==> src/rtl/ysyx_24070014_mem_arbiter.sv <==
// Two-requester memory arbiter. The instruction-fetch and load/store paths
// share one memory port. Only one transaction is in flight at a time. A
// watchdog retires transactions that the memory never answers.
module ysyx_24070014_mem_arbiter #(
  parameter int ADDR_W  = 32,
  parameter int DATA_W  = 32,
  parameter int TIMEOUT = 255
) (
  input  logic                clk,
  input  logic                reset,
  // instruction fetch requester (read-only)
  input  logic                ifu_req_valid,
  output logic                ifu_req_ready,
  input  logic [ADDR_W-1:0]   ifu_req_addr,
  output logic                ifu_resp_valid,
  output logic [DATA_W-1:0]   ifu_resp_data,
  // load/store requester
  input  logic                lsu_req_valid,
  output logic                lsu_req_ready,
  input  logic [ADDR_W-1:0]   lsu_req_addr,
  input  logic                lsu_req_wen,
  input  logic [DATA_W-1:0]   lsu_req_wdata,
  input  logic [DATA_W/8-1:0] lsu_req_wmask,
  output logic                lsu_resp_valid,
  output logic [DATA_W-1:0]   lsu_resp_data,
  // memory side
  output logic                mem_req_valid,
  input  logic                mem_req_ready,
  output logic [ADDR_W-1:0]   mem_req_addr,
  output logic                mem_req_wen,
  output logic [DATA_W-1:0]   mem_req_wdata,
  output logic [DATA_W/8-1:0] mem_req_wmask,
  input  logic                mem_resp_valid,
  input  logic [DATA_W-1:0]   mem_resp_data,
  // status
  output logic                busy,
  output logic                timeout_err
);

  localparam int MASK_W = DATA_W / 8;
  // Counter is at least 8 bits wide and always wide enough to reach TIMEOUT.
  localparam int CNT_W  = ($clog2(TIMEOUT + 1) > 8) ? $clog2(TIMEOUT + 1) : 8;
  localparam logic [CNT_W-1:0] TO_LAST = (TIMEOUT == 0) ? '0 : CNT_W'(TIMEOUT - 1);

  typedef enum logic [1:0] {
    S_IDLE = 2'd0,
    S_REQ  = 2'd1,
    S_WAIT = 2'd2,
    S_RESP = 2'd3
  } state_t;

  // owner encoding: 0 = instruction fetch, 1 = load/store
  state_t              state_q, state_d;
  logic [ADDR_W-1:0]   addr_q, addr_d;
  logic                wen_q, wen_d;
  logic [DATA_W-1:0]   wdata_q, wdata_d;
  logic [MASK_W-1:0]   wmask_q, wmask_d;
  logic                owner_q, owner_d;
  logic [DATA_W-1:0]   rdata_q, rdata_d;
  logic [CNT_W-1:0]    cnt_q, cnt_d;
  logic                err_q, err_d;
  logic                expire;

  // Watchdog expiry. A ">=" compare (not "==") also covers the case where the
  // REQ handshake lands exactly on the last cycle, so a WAIT that follows it
  // still retires on its next silent cycle instead of never expiring.
  assign expire = (TIMEOUT != 0) && (cnt_q >= TO_LAST);

  // Grants are only offered while idle; the load/store path has fixed priority.
  assign lsu_req_ready = (state_q == S_IDLE) & lsu_req_valid;
  assign ifu_req_ready = (state_q == S_IDLE) & ifu_req_valid & ~lsu_req_valid;

  assign mem_req_valid = (state_q == S_REQ);
  assign mem_req_addr  = addr_q;
  assign mem_req_wen   = wen_q;
  assign mem_req_wdata = wdata_q;
  assign mem_req_wmask = wmask_q;

  assign ifu_resp_valid = (state_q == S_RESP) & ~owner_q;
  assign lsu_resp_valid = (state_q == S_RESP) &  owner_q;
  assign ifu_resp_data  = rdata_q;
  assign lsu_resp_data  = rdata_q;

  assign busy        = (state_q != S_IDLE);
  assign timeout_err = err_q;

  // Next-state logic: arbitration, memory handshake, response capture, watchdog.
  always_comb begin
    state_d = state_q;
    addr_d  = addr_q;
    wen_d   = wen_q;
    wdata_d = wdata_q;
    wmask_d = wmask_q;
    owner_d = owner_q;
    rdata_d = rdata_q;
    cnt_d   = cnt_q;
    err_d   = err_q;

    // Saturating cycle count while the memory owns the transaction.
    if ((state_q == S_REQ || state_q == S_WAIT) && (cnt_q != '1)) begin
      cnt_d = cnt_q + CNT_W'(1);
    end

    case (state_q)
      S_IDLE: begin
        if (lsu_req_valid) begin
          addr_d  = lsu_req_addr;
          wen_d   = lsu_req_wen;
          wdata_d = lsu_req_wdata;
          wmask_d = lsu_req_wmask;
          owner_d = 1'b1;
          cnt_d   = '0;
          state_d = S_REQ;
        end else if (ifu_req_valid) begin
          addr_d  = ifu_req_addr;
          wen_d   = 1'b0;
          wdata_d = '0;
          wmask_d = '0;
          owner_d = 1'b0;
          cnt_d   = '0;
          state_d = S_REQ;
        end
      end
      S_REQ: begin
        if (mem_req_ready) begin
          state_d = S_WAIT;
        end else if (expire) begin
          err_d   = 1'b1;
          rdata_d = '0;
          state_d = S_RESP;
        end
      end
      S_WAIT: begin
        // A response on the expiry cycle wins over the watchdog.
        if (mem_resp_valid) begin
          rdata_d = mem_resp_data;
          state_d = S_RESP;
        end else if (expire) begin
          err_d   = 1'b1;
          rdata_d = '0;
          state_d = S_RESP;
        end
      end
      S_RESP: begin
        state_d = S_IDLE;
      end
      default: begin
        state_d = S_IDLE;
      end
    endcase
  end

  // State and datapath registers with synchronous reset; reset drops any
  // in-flight transaction without a response.
  always_ff @(posedge clk) begin
    if (reset) begin
      state_q <= S_IDLE;
      addr_q  <= '0;
      wen_q   <= 1'b0;
      wdata_q <= '0;
      wmask_q <= '0;
      owner_q <= 1'b0;
      rdata_q <= '0;
      cnt_q   <= '0;
      err_q   <= 1'b0;
    end else begin
      state_q <= state_d;
      addr_q  <= addr_d;
      wen_q   <= wen_d;
      wdata_q <= wdata_d;
      wmask_q <= wmask_d;
      owner_q <= owner_d;
      rdata_q <= rdata_d;
      cnt_q   <= cnt_d;
      err_q   <= err_d;
    end
  end

endmodule

==> config.mk <==
export PLATFORM = sky130hd
export DESIGN_NAME = ysyx_24070014_mem_arbiter
export DESIGN_NICKNAME = d
export VERILOG_FILES = /design/src/rtl/ysyx_24070014_mem_arbiter.sv
export SDC_FILE = /design/constraint.sdc
export NUM_CORES = 1
export LEC_CHECK = 0
export ABC_AREA = 1
export CAP_MARGIN = 20
export CELL_PAD_IN_SITES_DETAIL_PLACEMENT = 1
export CELL_PAD_IN_SITES_GLOBAL_PLACEMENT = 2
export CORE_AREA = 3 3 159 161
export CTS_CLUSTER_DIAMETER = 60
export DETAILED_ROUTE_END_ITERATION = 10
export DIE_AREA = 0 0 162 164
export PLACE_DENSITY = 0.81
export SETUP_SLACK_MARGIN = 0.1
export SLEW_MARGIN = 15
export SYNTH_ARGS = -nofsm -noshare
export SYNTH_HDL_FRONTEND = slang
export SYNTH_SLANG_ARGS = --single-unit
==> constraint.sdc <==
create_clock -name clk -period 2 [get_ports clk]
set_clock_uncertainty 0.15 [all_clocks]
set_input_delay 0.2 -clock clk [delete_from_list [all_inputs] [get_ports clk]]
set_output_delay 0.2 -clock clk [all_outputs]
set_load 0.05 [all_outputs]
==> reports/metrics.yaml <==
outcome: "finished, final reports clean"
tightest_slew_ns: 0.552
drtIter0Drc: 199
grt_max_degree: 65
maxCapViolations: 0
ys_seq_area_share_pct: 47.6
sw_frac_of_total_pct: 32.5
hp-start: "lsu_req_valid"
pwr-share-seq_pct: 31.7
synth_warnings: 0
drc_errors: 0
diodes: 0
grt_pass1_vias: 4998
floorplan.initialDensity_pct: 19.7
grt_pass1_wl_um: 27500
clock_path_buffers: 2
place_area_um2: 7680
leakagePower_nw: 3.73
antenna_found_initial: 1
cts_tree: "yes"
setup_ws_ns: 0.208
routedWlPerCell_um: 15.6
dp_slack_ns: 0.0882
grt_util_all_layers_pct: 13.2
drt_pass1_iterations: 4
drv_slew: 0
relSlewSlack_pct: 63.3
clock-root-buffer: "clkbuf_16"
rows: 57
rsz0062_at_grt: "false"
drtAntennaViolNets: 0
r2r_start: "state_q[1]$_SDFFE_PP0P_"
fin_util_pct: 34.3
setup_violations: 0
cp-startpoint: "state_q[0]$_SDFFE_PP0P_"
cp.required_ns: 1.65
netlist_area_um2: 4760
setup_tns_ns: 0
core_area_um2: 24100
hold_path.class: "in2reg"
clk_pin_slew_ns: 0.05
syn_inst: 582
die-width_um: 162
powerDensity_nw_per_um2: 981
finalCritPeriodShare_pct: 89.6
path_class: "reg2out"
fmax_mhz: 558
irDropWorstVdd_v: 0.000482
period_needed_ns: 1.79
cts_sinks: 113
p_switching_mw: 2.63
p_int_mw: 5.48
clkPwrFrac_pct: 41.1
routed_wl_um: 18000
vias_per_cell: 4.27
hold_buffers: 0
clock_latency_ns: 0.41
syn_avg_cell_area_um2: 8.17
area_delta_synth_final_pct: 73.8
synthDistinctLibCells: 26
die_area_um2: 26600
gp_congestion: 0.706
via_count: 4946
dpl.hpwl_um: 12700
die_h_um: 164
gr-total-overflow: 0
drive_gt1_share_pct: 8.64
synth_fp_nets: 727
crit_fanout: 7
end_kind: "output pin"
ios: 279
port_buffers: 278
finalHoldViolCount: 0
arrival_ns: 1.44
h-tree-depth: 4
critPathLaunchType: "flop"
cts_made_buffers: 17
final_area_um2: 8270
ys_ff_latch: 113
combPwrFrac_pct: 27.2
nets: 967
cell usage after synthesis:
cell,count,area [um^2]
nor2_1,46,173
o21ai_1,12,60.1
a21oi_4,1,16.3
nor2_4,1,11.3
nand3_1,35,175
a21oi_1,105,526
a21o_1,1,7.51
o21ai_0,25,125
nand3_4,1,17.5
nand2_1,60,225
dfxtp_1,113,2260
a32o_1,37,370
clkbuf_1,12,45.0
nor2_2,1,6.26
buf_4,40,300
clkinv_1,1,3.75
nand3b_1,1,7.51
ha_1,6,75.1
buf_1,5,18.8
buf_2,17,85.1
nand4_1,2,12.5
inv_2,3,11.3
nor3_1,2,10.0
inv_1,53,199
nand2_2,1,6.26
o211ai_1,1,7.51
cells in the final DEF, fill, tap and decap left out, types with 3 or more instances in the layout:
cell and count:
clkdlybuf4s50_1 137, dlygate4sd2_1 132, dfxtp_1 112, a21oi_1 105, nand2_1 58, inv_1 51
nor2_1 45, a32o_1 37, nand3_1 35, o21ai_0 25, clkbuf_16 17, buf_4 13
o21ai_1 12, buf_12 10, inv_2 5, bufinv_16 5, ha_1 4, nand2_2 3
clkinvlp_4 3, clkinv_2 3
what timing repair did:
item,4_1_cts,5_1_grt
endpoints found under the setup margin,138,31
gates resized for setup,136,5
cloned,2,0
setup buffers,2,2
cells by family after synthesis:
group           share of synthesized area (%)
fa+ha+maj                                1.58
compound gates                           23.4
simple gates                             13.5
buf+inv                                  13.9
flops                                    47.6
metal layers:
layer | track usage (%) | share of wire [%]
met4 | 3.49 | 0.89
met3 | 5.75 | 8.9
met2 | 22.4 | 48
met5 | 0 | 0.061
met1 | 15.3 | 42
state kept, by name, summed over array words and instances (netlist names):
name and count:
mem_req_addr 32, cnt_q 8, ifu_resp_data 32, mem_req_wen 1, owner_q 1, mem_req_wdata 32
mem_req_wmask 4, state_q 2, timeout_err 1
power groups by stage:
stage / logic (mW) / registers, mW / clock network, mW
CTS: 2.21 / 2.58 / 3.44
global route: 2.36 / 2.60 / 3.54
floorplan: 0.663 / 3.29 / 0
finish: 2.20 / 2.57 / 3.33
global placement: 2.27 / 2.61 / 0
detailed placement: 2.28 / 2.63 / 0
path summary, 6_finish.rpt:
kind / slack [ns] / end / depth (start not counted)
setup reg to reg: 0.23 / ifu_resp_data[22]$_SDFFE_PP0P_ / 9
hold / removal: 0.04 / owner_q$_SDFFE_PP0P_ / 3
hold reg to reg: 0.31 / mem_req_wmask[0]$_SDFFE_PP0P_ / 1
setup / recovery: 0.21 / lsu_req_ready / 6
through the flow:
stage | hold WS (ns) | instances | power [mW]
3_5_place_dp | 0.307 | 1121 | 4.90
4_1_cts | 0.0201 | 1155 | 8.22
5_1_grt | 0.0515 | 1157 | 8.50
2_1_floorplan | 0.197 | 582 | 3.96
3_3_place_gp | 0.296 | 1121 | 4.88
6_report | 0.0354 | 1157 | 8.11
worst max-delay path: stages (launching register included):
cell     delay [ns]
dfxtp_2        0.36
inv_2          0.06
ha_4           0.17
nand2_2        0.10
inv_2          0.06
buf_12         0.13
buf_12         0.14
cell type report:
type	count	area [um^2]
inverters	57	216
clock buffers	19	443
multi-input cells	338	1850
fillers	2896	15800
flip-flops and latches	113	2260
well taps	324	405
repair buffers	295	2900
clock inverters	11	188
Note: power is estimated with default switching activity, not from simulation.
